[config.mk]
export PLATFORM = sky130hd
export DESIGN_NAME = pipeline_control_unit
export DESIGN_NICKNAME = d
export VERILOG_FILES = /design/src/rtl/riscv_pkg.sv /design/src/rtl/sat_counter.sv /design/src/rtl/pipeline_control_unit.sv
export SDC_FILE = /design/constraint.sdc
export NUM_CORES = 1
export LEC_CHECK = 0
export CORE_MARGIN = 3
export CORE_UTILIZATION = 41
export CTS_CLUSTER_SIZE = 40
export DETAILED_ROUTE_END_ITERATION = 12
export GPL_ROUTABILITY_DRIVEN = 0
export GPL_TIMING_DRIVEN = 0
export PLACE_DENSITY = 0.7
export REMOVE_ABC_BUFFERS = 1
export SYNTH_ARGS = -nofsm -noshare
export SYNTH_HDL_FRONTEND = slang
export SYNTH_SLANG_ARGS = --single-unit
export TNS_END_PERCENT = 100
[constraint.sdc]
create_clock -name i_clk -period 3 [get_ports i_clk]
set_input_delay 0.3 -clock i_clk [delete_from_list [all_inputs] [get_ports i_clk]]
set_output_delay 0.3 -clock i_clk [all_outputs]
set_load 0.05 [all_outputs]
[src/rtl/riscv_pkg.sv]
// Shared encodings for the RISC-V core: operand width, pipeline-control FSM
// states and the bundle of pipeline-register enables driven by the control unit.
package riscv_pkg;

    localparam int NB_OPERAND = 32;
    localparam int NB_STATE   = 2;
    localparam int NB_BUBBLE  = 4;

    typedef enum logic [NB_STATE-1:0] {
        ST_INIT    = 2'd0,
        ST_RUN     = 2'd1,
        ST_HALT    = 2'd2,
        ST_ILLEGAL = 2'd3
    } pcu_state_t;

    // One field per pipeline-register control line.
    typedef struct packed {
        logic pc_we;
        logic if_id_we;
        logic if_id_flush;
        logic id_ex_flush;
    } pcu_ctrl_t;

    localparam pcu_ctrl_t CTRL_INIT   = '{pc_we: 1'b0, if_id_we: 1'b0, if_id_flush: 1'b1, id_ex_flush: 1'b1};
    localparam pcu_ctrl_t CTRL_BRANCH = '{pc_we: 1'b1, if_id_we: 1'b1, if_id_flush: 1'b1, id_ex_flush: 1'b1};
    localparam pcu_ctrl_t CTRL_LOAD   = '{pc_we: 1'b0, if_id_we: 1'b0, if_id_flush: 1'b0, id_ex_flush: 1'b1};
    localparam pcu_ctrl_t CTRL_HALT   = '{pc_we: 1'b0, if_id_we: 1'b0, if_id_flush: 1'b0, id_ex_flush: 1'b1};
    localparam pcu_ctrl_t CTRL_IWAIT  = '{pc_we: 1'b0, if_id_we: 1'b1, if_id_flush: 1'b1, id_ex_flush: 1'b0};
    localparam pcu_ctrl_t CTRL_NORMAL = '{pc_we: 1'b1, if_id_we: 1'b1, if_id_flush: 1'b0, id_ex_flush: 1'b0};

endpackage

[src/rtl/sat_counter.sv]
// Event counter that sticks at all-ones instead of wrapping; a clear wins
// over an increment in the same cycle.
module sat_counter #(
    parameter int NB = 32
) (
    input  logic          clk,
    input  logic          rst_n,
    input  logic          inc,
    input  logic          clr,
    output logic [NB-1:0] value
);

    logic at_max;

    assign at_max = &value;

    always_ff @(posedge clk or negedge rst_n) begin
        if (!rst_n) begin
            value <= '0;
        end else if (clr) begin
            value <= '0;
        end else if (inc && !at_max) begin
            value <= value + NB'(1);
        end
    end

endmodule

[src/rtl/pipeline_control_unit.sv]
// Pipeline control for the 5-stage core: post-reset bubbles, hazard stalls and
// flushes, halt/resume, plus saturating load-stall and branch-flush counters.
module pipeline_control_unit
    import riscv_pkg::*;
#(
    parameter int NB_COUNTER    = 32,
    parameter int RESET_BUBBLES = 2
) (
    input  logic                  i_clk,
    input  logic                  i_rst_n,
    input  logic                  i_load_hazard,
    input  logic                  i_branch_hazard,
    input  logic                  i_imem_ready,
    input  logic                  i_halt,
    input  logic                  i_resume,
    input  logic                  i_cnt_clr,
    output logic                  o_pc_we,
    output logic                  o_if_id_we,
    output logic                  o_if_id_flush,
    output logic                  o_id_ex_flush,
    output logic [NB_STATE-1:0]   o_state,
    output logic [NB_COUNTER-1:0] o_stall_count,
    output logic [NB_COUNTER-1:0] o_flush_count
);

    localparam logic [NB_BUBBLE-1:0] LAST_BUBBLE = NB_BUBBLE'(RESET_BUBBLES - 1);

    pcu_state_t           state_q, state_d;
    logic [NB_BUBBLE-1:0] bubble_q, bubble_d;
    pcu_ctrl_t            ctrl;
    logic                 stall_inc;
    logic                 flush_inc;

    always_ff @(posedge i_clk or negedge i_rst_n) begin
        if (!i_rst_n) begin
            state_q  <= ST_INIT;
            bubble_q <= '0;
        end else begin
            state_q  <= state_d;
            bubble_q <= bubble_d;
        end
    end

    // i_imem_ready is a plain valid with no back-pressure: when low the PC holds
    // and IF/ID is refilled with a bubble until the fetch data arrives.
    always_comb begin
        state_d   = state_q;
        bubble_d  = '0;
        ctrl      = CTRL_INIT;
        stall_inc = 1'b0;
        flush_inc = 1'b0;
        case (state_q)
            ST_INIT: begin
                ctrl = CTRL_INIT;
                if (bubble_q == LAST_BUBBLE) begin
                    state_d = ST_RUN;
                end else begin
                    bubble_d = bubble_q + NB_BUBBLE'(1);
                end
            end
            ST_RUN: begin
                // Fixed priority: branch > load > halt > fetch wait > normal.
                if (i_branch_hazard) begin
                    ctrl      = CTRL_BRANCH;
                    flush_inc = 1'b1;
                end else if (i_load_hazard) begin
                    ctrl      = CTRL_LOAD;
                    stall_inc = 1'b1;
                end else if (i_halt) begin
                    ctrl    = CTRL_HALT;
                    state_d = ST_HALT;
                end else if (!i_imem_ready) begin
                    ctrl = CTRL_IWAIT;
                end else begin
                    ctrl = CTRL_NORMAL;
                end
            end
            ST_HALT: begin
                ctrl = CTRL_HALT;
                if (i_resume) begin
                    state_d = ST_RUN;
                end
            end
            ST_ILLEGAL: begin
                ctrl    = CTRL_INIT;
                state_d = ST_INIT;
            end
            default: begin
                ctrl    = CTRL_INIT;
                state_d = ST_INIT;
            end
        endcase
    end

    assign o_pc_we       = ctrl.pc_we;
    assign o_if_id_we    = ctrl.if_id_we;
    assign o_if_id_flush = ctrl.if_id_flush;
    assign o_id_ex_flush = ctrl.id_ex_flush;
    assign o_state       = state_q;

    sat_counter #(
        .NB (NB_COUNTER)
    ) u_stall_counter (
        .clk   (i_clk),
        .rst_n (i_rst_n),
        .inc   (stall_inc),
        .clr   (i_cnt_clr),
        .value (o_stall_count)
    );

    sat_counter #(
        .NB (NB_COUNTER)
    ) u_flush_counter (
        .clk   (i_clk),
        .rst_n (i_rst_n),
        .inc   (flush_inc),
        .clr   (i_cnt_clr),
        .value (o_flush_count)
    );

endmodule

# After elaboration in Yosys (flattened, before gate mapping)
# Index checks and enable logic that the tools add are counted.
# totals
inputBits	8
out_inout_bits	70
word_cells	49
ff_bits	70
# op_classes
n_eq_ne	9
reduce_logical	11
n_mux	22
addsub	3
# op_table
operator	n
2-to-1 mux 32 bit	4
adder 32 x 1 -> 32 bit, second input constant	2
AND reduction 32 bit	2
2-to-1 mux 4 bit	6
case mux 4 bit (3 select lines)	1
2-to-1 mux 2 bit	5
inequality test 2 bit, second input constant	5
case mux 2 bit (4 select lines)	1
2-to-1 mux 1 bit	5
AND reduction 5 bit	1
adder 4 x 1 -> 4 bit, second input constant	1
equality test 2 bit, second input constant	2
equality test 4 x 1 -> 1 bit, second input constant	1
nonzero test 2 bit	2
equality test 2 x 1 -> 1 bit, second input constant	1
logical AND 1 bit	2
zero test 1 bit	2
zero test 2 bit	1
OR reduction 2 bit	1

# Depth between registers and ports, before layout
# depth
depth_word	6
ltp_mapped	9
depth_no_buf	7

# Modules after synthesis
# From an unflattened synthesis, not the netlist that was laid out.
# hier_totals
hier_cells	427
hier_area_um2	4126.5
# by_module_without_submodules
module	cells_each	area_per_inst_um2	seq_area_each_um2	n_inst
sat_counter (u_stall_counter)	190	1865.5	800.8	1
sat_counter (u_flush_counter)	194	1831.8	800.8	1
pipeline_control_unit	43	429.2	150.1	1

# Least setup slack after synthesis
# No wires, ideal clock.
# synth_path
path_type	reg-to-reg
startpoint	reg state_q[0], in the netlist o_state[0]
endpoint	reg u_stall_counter.value[20]
setup_ns	0.136
synth_period_minus_slack_ns	2.455
required_time_ns	2.864
path_buffers	1
arrival_ns	2.318
path_slack_ns	0.545
stages_incl_launch_ff	8
cell_sequence	dfrtp_1 > ha_1 > buf_2 > nand3b_1 > or4_4 > a311oi_2 > a31o_2 > a21oi_1
# synth_via
elab_chain_cells	4
# synth_lines
element	line_no	text
start, declared	pipeline_control_unit.sv:28	pcu_state_t state_q, state_d;
start signal, assigned	pipeline_control_unit.sv:39	state_q <= state_d;
equality test 2 x 1 -> 1 bit	pipeline_control_unit.sv:52	case (state_q)
2-to-1 mux 1 bit	pipeline_control_unit.sv:52	
logical AND 1 bit	sat_counter.sv:22	end else if (inc && !at_max) begin
nonzero test 2 bit (no line)	-	
end signal, assigned	sat_counter.sv:23	value <= value + NB'(1);
end, declared	sat_counter.sv:10	output logic [NB-1:0] value
# Every way passes these cells.
# A chain may end at the register's enable or synchronous reset.

# Worst setup path in the final report
# layout_path
startpoint	reg state_q[1], in the netlist o_state[1]
endpoint	out o_if_id_flush
# layout_via
elab_chain_cells	3
elab_cells_between_ends	6
cone_classes	eq/ne (3); mux (1); reduce/logical (2)
# layout_lines
element	line_no	text
equality test 2 bit / zero test 2 bit (equally long branches)	pipeline_control_unit.sv:52	
OR reduction 2 bit (no line)	-	
case mux 4 bit (3 select lines) *	pipeline_control_unit.sv:52	
end, declared	pipeline_control_unit.sv:19	output logic o_if_id_flush,
# Every way passes the cells marked *; elsewhere a longest branch is shown, timed or not.

==> impl_results.md <==
- Skew-Pair Late Insertion Delay: 0.35 ns
- Worst Path Arrival: 2.46 ns
- Worst path slowest cell: clkdlybuf4s50_1
- DRT Pass-1 Iters: 4
- Syn. warnings: 0
- Crit path required time: 2.70 ns
- Cell area after synthesis: 3990 sq um
- Max Cap Viol: 0
- CTS tree: yes
- Layout cell share with drive strength beyond 1: 8.10%
- Mapped Cells: 428
- Top-level I/O count: 78
- RSZ-0062 raised after global routing: false
- Slew @ Worst Pin: 1.29 ns
- DRC errors left: 0
- Final instance area: 5120 sq um
- Top cell type's share of synthesized area: 43.9%
- Clock sinks: 70
- Yosys cell types: 50
- Die Ht: 105 um
- Fin Clk Skew: 0.0119 ns
- Clk slew on worst S/H paths: 0.08 ns
- # nets final: 518
- Finished Core Util: 54.6%
- Cell family contributing the most delay on the critical path: buffers and inverters
- Initial core utilization: 42.6%
- First-pass GRT wire length: 17.3 mm
- Reg2reg end: u_flush_counter.value[9]
- CP Class: reg2out
- Fin. Hold Viols: 0
- Clock Tree Buf Depth: 2
- VDD IR max: 277 uV
- Core Area: 9370 sq um
- Vias per cell: 5.82
- Drt wl/cell: 15.7 um
- Num CTS Buffers: 9
- Clock Root Buffer: clkbuf_8
- Total power: 0.00244 W
- DRT Wirelength: 9.98 mm
- Crit path largest cell delay: 0.83 ns
- CP cell instances: inv_1 -> ha_1 -> o21ai_0 -> o22ai_1 -> clkdlybuf4s50_1
- R2R setup slack: 0.26 ns
- Slew headroom: 13.7%
- PD cells: 476 nW/um^2
- Die width: 105 um
- Post-synthesis sequential area ratio: 43.9%
- Diodes inserted: 0
- Area growth from synthesis to final layout: 28.2%
- Die Area: 11000 sq um
- Port buffer count: 77
- Num rows: 35
- Final setup fails: 0
- Largest net degree at the start of global routing: 54
- Post-synth ARST share: 100%
- Status: finished, final reports clean
- Crit-path max FO: 10
- Placed cell count: 619
- Total Neg Setup Slack: 0 ns
- Post-synth top flop: dfrtp_1
- Critical register-to-register path startpoint: u_flush_counter.value[0]
- HP Class: in2async
- Initial antenna violation count: 0
- CP Buf/Inv Count: 2
- Area contributors post-synth: dfrtp_1, a21oi_1, or4_1, o31ai_1, nand4_1
- Post-synth EDFFs: 0
- Htree depth: 3
- Post-cts gate resize count: 0
- Pins Over Slew Limit: 0
- Crit end category: output pin
- Fin cells: 635
- Tmin final: 2.76 ns
- Leakage: 1.91 nW
- Vias: 3698
- Fmax: 0.363 GHz
- Total Routing Usage GR: 18.7%
- GRT Residual Overflow: 0
- Post-route ant nets: 0
- Dpl hpwl: 6.90 mm
- Final Cycle Share: 91.9%
- Placement Cell Area: 4890 sq um
- Number of global-route vias before repair: 3547
- Synthesized area per cell: 9.33 sq um
- #FFs+latches synth: 70
- Worst reg2reg path depth: 6
- Post-synth top area cell: dfrtp_1
- DR iter-0 viols: 146
- Startpoint types: flop
-- Yosys cell counts (2+ instances only) --
cell	instances
or4_1	23
and4_4	4
nand4_1	21
and4_1	9
nor2_1	29
and3_1	6
or3_1	21
ha_1	8
buf_2	7
and2_1	8
nor3_1	6
xnor2_1	8
clkbuf_1	8
a31oi_1	2
mux2_2	5
nand3b_1	2
a21oi_1	45
o2111ai_1	3
inv_1	11
nor4_1	8
nor2b_1	5
dfrtp_1	70
o211ai_1	3
or2_2	2
o21ai_0	21
o31ai_1	22
nand3_1	15
xor2_1	5
mux2i_1	2
nand2_1	29
-- where the power goes --
group | switching, W | internal, W | total [W] | leakage, nW
Clock | 0.000367 | 0.000507 | 0.000873 | 0.115
Combinational | 0.000367 | 0.000183 | 0.000550 | 0.821
Sequential | 0.0000389 | 0.000975 | 0.00101 | 0.972
Total | 0.000773 | 0.00166 | 0.00244 | 1.91
-- state kept, by name, indices dropped and copies added (netlist names) --
signal                 cells
u_flush_counter.value     32
o_state                    2
u_stall_counter.value     32
bubble_q                   4
-- cells by family (layout without fill, tap and decap cells) --
| logic type | after synthesis | count (layout) | synth area share [%] |
|---|---|---|---|
| AOI/OAI and AO/OA | 106 | 106 | 16.4 |
| xor gates and xnor gates | 13 | 13 | 2.85 |
| adders and majority gates | 8 | 8 | 2.51 |
| buffers and inverters | 28 | 106 | 2.95 |
| DFF | 70 | 70 | 43.9 |
| muxes | 7 | 7 | 1.91 |
| and+or+nand+nor | 196 | 196 | 29.5 |
-- layout by cell type, fill, tap and decap left out, types with 3 or more instances in the layout --
cell,count
nor4_1,8
and4_1,9
and2_1,8
nand2_1,29
and3_1,6
o31ai_1,22
and4_4,4
nand4_1,21
a21oi_1,45
xnor2_1,8
dfrtp_1,70
nor2_1,29
nand3_1,15
ha_1,8
or4_1,23
clkbuf_8,11
inv_1,11
or3_1,21
o211ai_1,3
o2111ai_1,3
nor2b_1,5
clkdlybuf4s50_1,75
mux2_2,5
xor2_1,5
nor3_1,6
o21ai_0,21
-- repair_timing --
action,in CTS,in global routing
buffers inserted,0,0
endpoints found under the setup margin,0,0
hold buffers,1,0
endpoints found under the hold margin,17,0
-- per-layer routing --
metal,track usage (%),up-vias,share of wire (%),wire length (um)
met5,0,-,0,0
met4,6.19,0,1.4,142
met3,4.69,16,4.7,467
met2,29.5,83,47,4650
met1,25.2,1810,47,4710
li1,-,1789,-,-
-- worst max path at each step --
stage          slack, ns                      from                   endpoint  depth (start not counted)
2_1_floorplan       0.44  u_flush_counter.value[0]  u_flush_counter.value[21]                          6
3_3_place_gp       -0.86                   i_rst_n  u_flush_counter.value[27]                          1
3_5_place_dp        0.28  u_flush_counter.value[0]  u_flush_counter.value[21]                          6
4_1_cts             0.21                o_state[1]              o_if_id_flush                          5
5_1_grt           0.0003  u_flush_counter.value[0]   u_flush_counter.value[9]                          6
6_report            0.24                o_state[1]              o_if_id_flush                          5
-- stage by stage --
step | hold slack (ns) | setup slack (ns)
CTS | 0.356 | 0.206
detailed placement | 0.192 | 0.275
floorplan | 0.00441 | 0.441
finish | 0.361 | 0.244
global route | 0.386 | 0.000343
global placement | 0.477 | -0.856
-- area by class of cell --
| class | instances | area [sq um] |
|---|---|---|
| clock inverters | 4 | 70.1 |
| fillers | 863 | 4250 |
| multi-input cells | 330 | 2120 |
| clock buffers | 11 | 151 |
| repair buffers | 80 | 821 |
| inverters | 11 | 41.3 |
| flip-flops and latches | 70 | 1750 |
| well taps | 129 | 161 |
Note: power is estimated with default switching activity, not from simulation.
==> edit 1: new RTL, same settings <==
Reset style: synchronous (`i_rst_n` and `rst_n`), changed in 2 clocked blocks.
--- a/src/rtl/sat_counter.sv
+++ b/src/rtl/sat_counter.sv
@@ -14,7 +14,7 @@
 
     assign at_max = &value;
 
-    always_ff @(posedge clk or negedge rst_n) begin
+    always_ff @(posedge clk) begin
         if (!rst_n) begin
             value <= '0;
         end else if (clr) begin
--- a/src/rtl/pipeline_control_unit.sv
+++ b/src/rtl/pipeline_control_unit.sv
@@ -31,7 +31,7 @@
     logic                 stall_inc;
     logic                 flush_inc;
 
-    always_ff @(posedge i_clk or negedge i_rst_n) begin
+    always_ff @(posedge i_clk) begin
         if (!i_rst_n) begin
             state_q  <= ST_INIT;
             bubble_q <= '0;
Formal check against the unedited RTL: differs if i_rst_n is asserted again (counterexample within 4 cycles, from zero or initial values and one cycle with i_rst_n low); with i_rst_n held inactive, the same outputs for 10 cycles.
==> edit 1 against the original RTL <==
- sequential cell count is the same
- critical endpoint unchanged
- sequential share of layout area shrank 4.7 points
- combinational power shrank 21%
- maximum frequency grew 1.6%
- wire length shrank 4.5%
- hold slack gained 0.11 ns
- largest power group unchanged
- power shrank 10%
- setup slack gained 0.042 ns
- critical path type unchanged
- final area shrank 7.3%
- die area shrank 6.9%
- synthesized area shrank 7.3%
==> edit 1: results (changes against the original RTL) <==
Status -> finished, final reports clean
R2R Path End -> u_stall_counter.value[25]
Die Width -> 101 um (-3.5%)
Area delta synth->final -> 28.3% (about the same)
Sequential area share after synthesis -> 0.379 (-0.0600)
Total number of yosys warnings -> 0 (unchanged)
Inverters -> 12 (+1)
Routed via count -> 3,772 (+2.0%)
P_int -> 1490 uW (-11%)
Largest net degree at the start of global routing -> 39 (-28%)
Share of cells above drive strength 1 -> 0.0576 (-0.0234)
Post-synthesis async set-or-reset flop share -> 0 (-1.00)
Crit path from -> o_state[1]
Fillers -> 829 (-3.9%)
Layout Skew -> 0.0116 ns (-0.000241 ns)
First-pass GRT wire length -> 16.1 mm (-7.0%)
Hpwl dp -> 6.85 mm (-0.65%)
Seq/total area -> 0.295 (-0.0470)
Area post-placement -> 4550 um^2 (-6.9%)
Signal buffers -> 78 (-2.5%)
Synth cell count leaders -> dfxtp_1 (70), a21oi_1 (45), nand2_1 (42)
Area contributors post-synth -> dfxtp_1 (38%), a21oi_1 (6.1%), or3_1 (5.6%), o21ai_0 (4.9%), nand3_1 (4.3%)
Multi-input logic area -> 2180 um^2 (+2.6%)
Clk cell area share -> 0.0416 (-0.00162)
Post-CTS Setup Repair Bufs -> 0 (unchanged)
Post-cts hold buffer count -> 0 (-1)
Synth cell types -> 47 (-6.0%)
#MultiIn Comb -> 362 (+9.7%)
NonClk Buf Share -> 0.167 (+0.00623)
Initial DRC count -> 152 (+4.1%)
Setup crit end -> o_if_id_flush
Max IR drop VDD -> 0.493 mV (+78%)
Vias in the first global route -> 3,482 (-1.8%)
Largest regs -> u_flush_counter.value x32, u_stall_counter.value x32, bubble_q x4
Wirelength, routed -> 9.53 mm (-4.5%)
Synthesized area per cell -> 8.02 um^2 (-14%)
Max Root-Sink Buffers -> 2 (unchanged)
Nets -> 550 (+6.2%)
Seq Cell Count -> 70 (unchanged)
Worst-margin pin slew -> 1.22 ns (-0.0751 ns)
# clk buffers -> 9 (-2)
FF-to-FF Start -> u_stall_counter.value[20]
Cell leakage power -> 0.00150 uW (-21%)
Hold Crit Class -> reg2reg
Post-Layout Cell Count -> 646 (+1.7%)
Antenna fix cells -> 0 (unchanged)
I/O Buffers -> 77 (unchanged)
R2R Setup Slk -> 0.50 ns (+0.24 ns)
Placed cell count -> 630 (+1.8%)
Crit-path max FO -> 7 (-3)
All-Layer GR Usage -> 0.193 (+0.00600)
Drt first pass iters -> 4 (unchanged)
H-Tree Depth -> 3 (unchanged)
Reg2Reg Depth -> 5 (-1)
[edit 1: worst min-delay path by stage]
stage / startpoint / to / slack [ns]
2_1_floorplan: i_rst_n / o_state[1] / 0.42
3_3_place_gp: bubble_q[0] / bubble_q[0] / 0.45
3_5_place_dp: bubble_q[0] / bubble_q[0] / 0.46
4_1_cts: bubble_q[0] / bubble_q[0] / 0.48
5_1_grt: bubble_q[0] / bubble_q[0] / 0.50
6_report: bubble_q[0] / bubble_q[0] / 0.48
[edit 1: critical path, cell delays in order (launching register included)]
cell,delay [ns]
dfxtp_1,0.35
inv_1,0.12
ha_1,0.28
o21ai_0,0.24
o22ai_1,0.22
clkdlybuf4s50_1,0.85
[edit 1: logic make-up (layout without fill, tap and decap cells)]
group,after synthesis,after routing,synth area share
AND/OR/NAND/NOR,223,223,0.339
AO/OA/AOI/OAI,117,117,0.186
flip-flops,70,70,0.379
buffers and inverters,29,106,0.0332
adder cells (fa/ha/maj),9,9,0.0304
XOR/XNOR,9,9,0.0213
multiplexers,4,4,0.0108
[edit 1: per-stage QoR]
step                 util  TNS [ns]  setup slack (ns)
global route        0.542         0             0.119
detailed placement  0.519         0             0.399
finish              0.542         0             0.286
CTS                 0.542         0             0.281
floorplan               -         0             0.532
global placement    0.517    -0.811            -0.167
[edit 1: power groups by stage]
| stage | sequential [uW] | combinational [uW] | clock, uW |
|---|---|---|---|
| floorplan | 1030 | 263 | 0 |
| global placement | 999 | 427 | 0 |
| detailed placement | 1000 | 432 | 0 |
| CTS | 980 | 434 | 797 |
| global route | 985 | 472 | 840 |
| finish | 980 | 432 | 780 |
[edit 1: per-layer routing]
layer  up-vias  wire (um)  track usage
li1       1868          -            -
met1      1780       4300        0.247
met2       106       4510        0.314
met3        18        551       0.0415
met4         0        175       0.0777
met5         -          0            0
==> edit 2: new RTL, config.mk and constraints unchanged <==
Without the edit above. The parameter `NB_COUNTER` goes from 32 to 16.
--- a/src/rtl/pipeline_control_unit.sv
+++ b/src/rtl/pipeline_control_unit.sv
@@ -3,7 +3,7 @@
 module pipeline_control_unit
     import riscv_pkg::*;
 #(
-    parameter int NB_COUNTER    = 32,
+    parameter int NB_COUNTER    = 16,
     parameter int RESET_BUBBLES = 2
 ) (
     input  logic                  i_clk,
Interface: changed (resized o_flush_count and o_stall_count); port bits go from 78 to 46. The function was not compared with the original's and may differ.
==> edit 2 against the original RTL <==
- wire length decreased by 50%
- sequential cell count decreased by 32
- synthesized area decreased by 44%
- non-clock buffer count decreased by 35
- maximum frequency increased by 10%
- final area decreased by 45%
- setup slack improved by 0.26 ns
- register-to-register slack improved by 0.30 ns
- clock skew decreased by 0.0069 ns
- combinational power decreased by 10%
- power decreased by 41%
- highest routed layer unchanged
==> edit 2: results (changes against the original RTL) <==
Synth cell types -> 42 (-16%)
Initial DRC count -> 106 (-27%)
Largest regs -> u_flush_counter.value x16, u_stall_counter.value x16, bubble_q x4
Met3 Wirelength -> 191 um (-59%)
M1 wire length -> 2.47 mm (-48%)
#MultiIn Comb -> 180 (-45%)
Area post-placement -> 2720 um^2 (-44%)
Status -> finished, final reports clean
Signal buffers -> 45 (-44%)
Sw Share -> 0.374 (+0.0570)
Share of cells above drive strength 1 -> 0.0634 (-0.0176)
Fillers -> 474 (-45%)
Hpwl dp -> 3.41 mm (-51%)
Nets -> 300 (-42%)
Slew HR -> 0.145 (+0.00744)
Vias in the first global route -> 1,876 (-47%)
All-Layer GR Usage -> 0.169 (-0.0177)
# clk buffers -> 7 (-4)
H-Tree Depth -> 2 (-1)
CTS Sinks -> 38 (-46%)
Num CTS Buffers -> 5 (-4)
Clk cell area share -> 0.0325 (-0.0108)
I/O Buffers -> 45 (-42%)
Layout Skew -> 0.00497 ns (-0.00690 ns)
Core Rows -> 26 (-26%)
Data arrival, critical path -> 2.20 ns (-0.26 ns)
## edit 2: cell types whose count changed after synthesis, moves of 6 or more
cell / delta
a21oi_1: -23
and2_1: -7
dfrtp_1: -32
nand2_1: -16
nand3_1: -6
nand4_1: -12
nor2_1: -9
o21ai_0: -13
o31ai_1: -10
or3_1: -14
or4_1: -12
xnor2_1: -6
## edit 2: cell families after synthesis
family	Yosys count	synth area share
buf+inv	22	0.0400
xor+xnor	2	0.00789
compound gates	58	0.168
flops	38	0.428
mux	8	0.0394
fa+ha+maj	9	0.0507
simple gates	103	0.266
## edit 2: worst paths after layout
path	start	to	slack [ns]	cells after the start
max in group asynchronous	i_rst_n	u_stall_counter.value[14]	2.32	1
min	i_rst_n	u_flush_counter.value[14]	0.13	1
max reg2reg	u_stall_counter.value[0]	u_stall_counter.value[2]	0.56	5
max	o_state[1]	o_if_id_flush	0.50	5
min in group i_clk	bubble_q[0]	bubble_q[0]	0.49	1
min reg2reg	bubble_q[0]	bubble_q[0]	0.49	1
## edit 2: stage by stage
step	hold WS [ns]	instances
2_1_floorplan	0.00441	231
3_3_place_gp	0.485	346
3_5_place_dp	0.464	346
4_1_cts	0.150	354
5_1_grt	0.199	354
6_report	0.128	354
## edit 2: per-layer routing
layer	global-route usage	up-vias
met5	0	-
met3	0.0350	5
met2	0.260	37
li1	-	999
met1	0.234	982
met4	0.0619	0
## edit 2: power groups by stage
stage / Clock [uW] / Sequential, uW / Combinational (uW)
CTS: 377 / 581 / 500
finish: 364 / 581 / 495
detailed placement: 0 / 591 / 497
floorplan: 0 / 657 / 265
global route: 401 / 589 / 537
global placement: 0 / 591 / 492
## edit 2: worst max-delay path: cells and delay by family (launching register included)
kind	cells	cell delay (ns)
flops	1	0.42
buf+inv	3	1.06
compound gates	1	0.16
fa+ha+maj	1	0.27
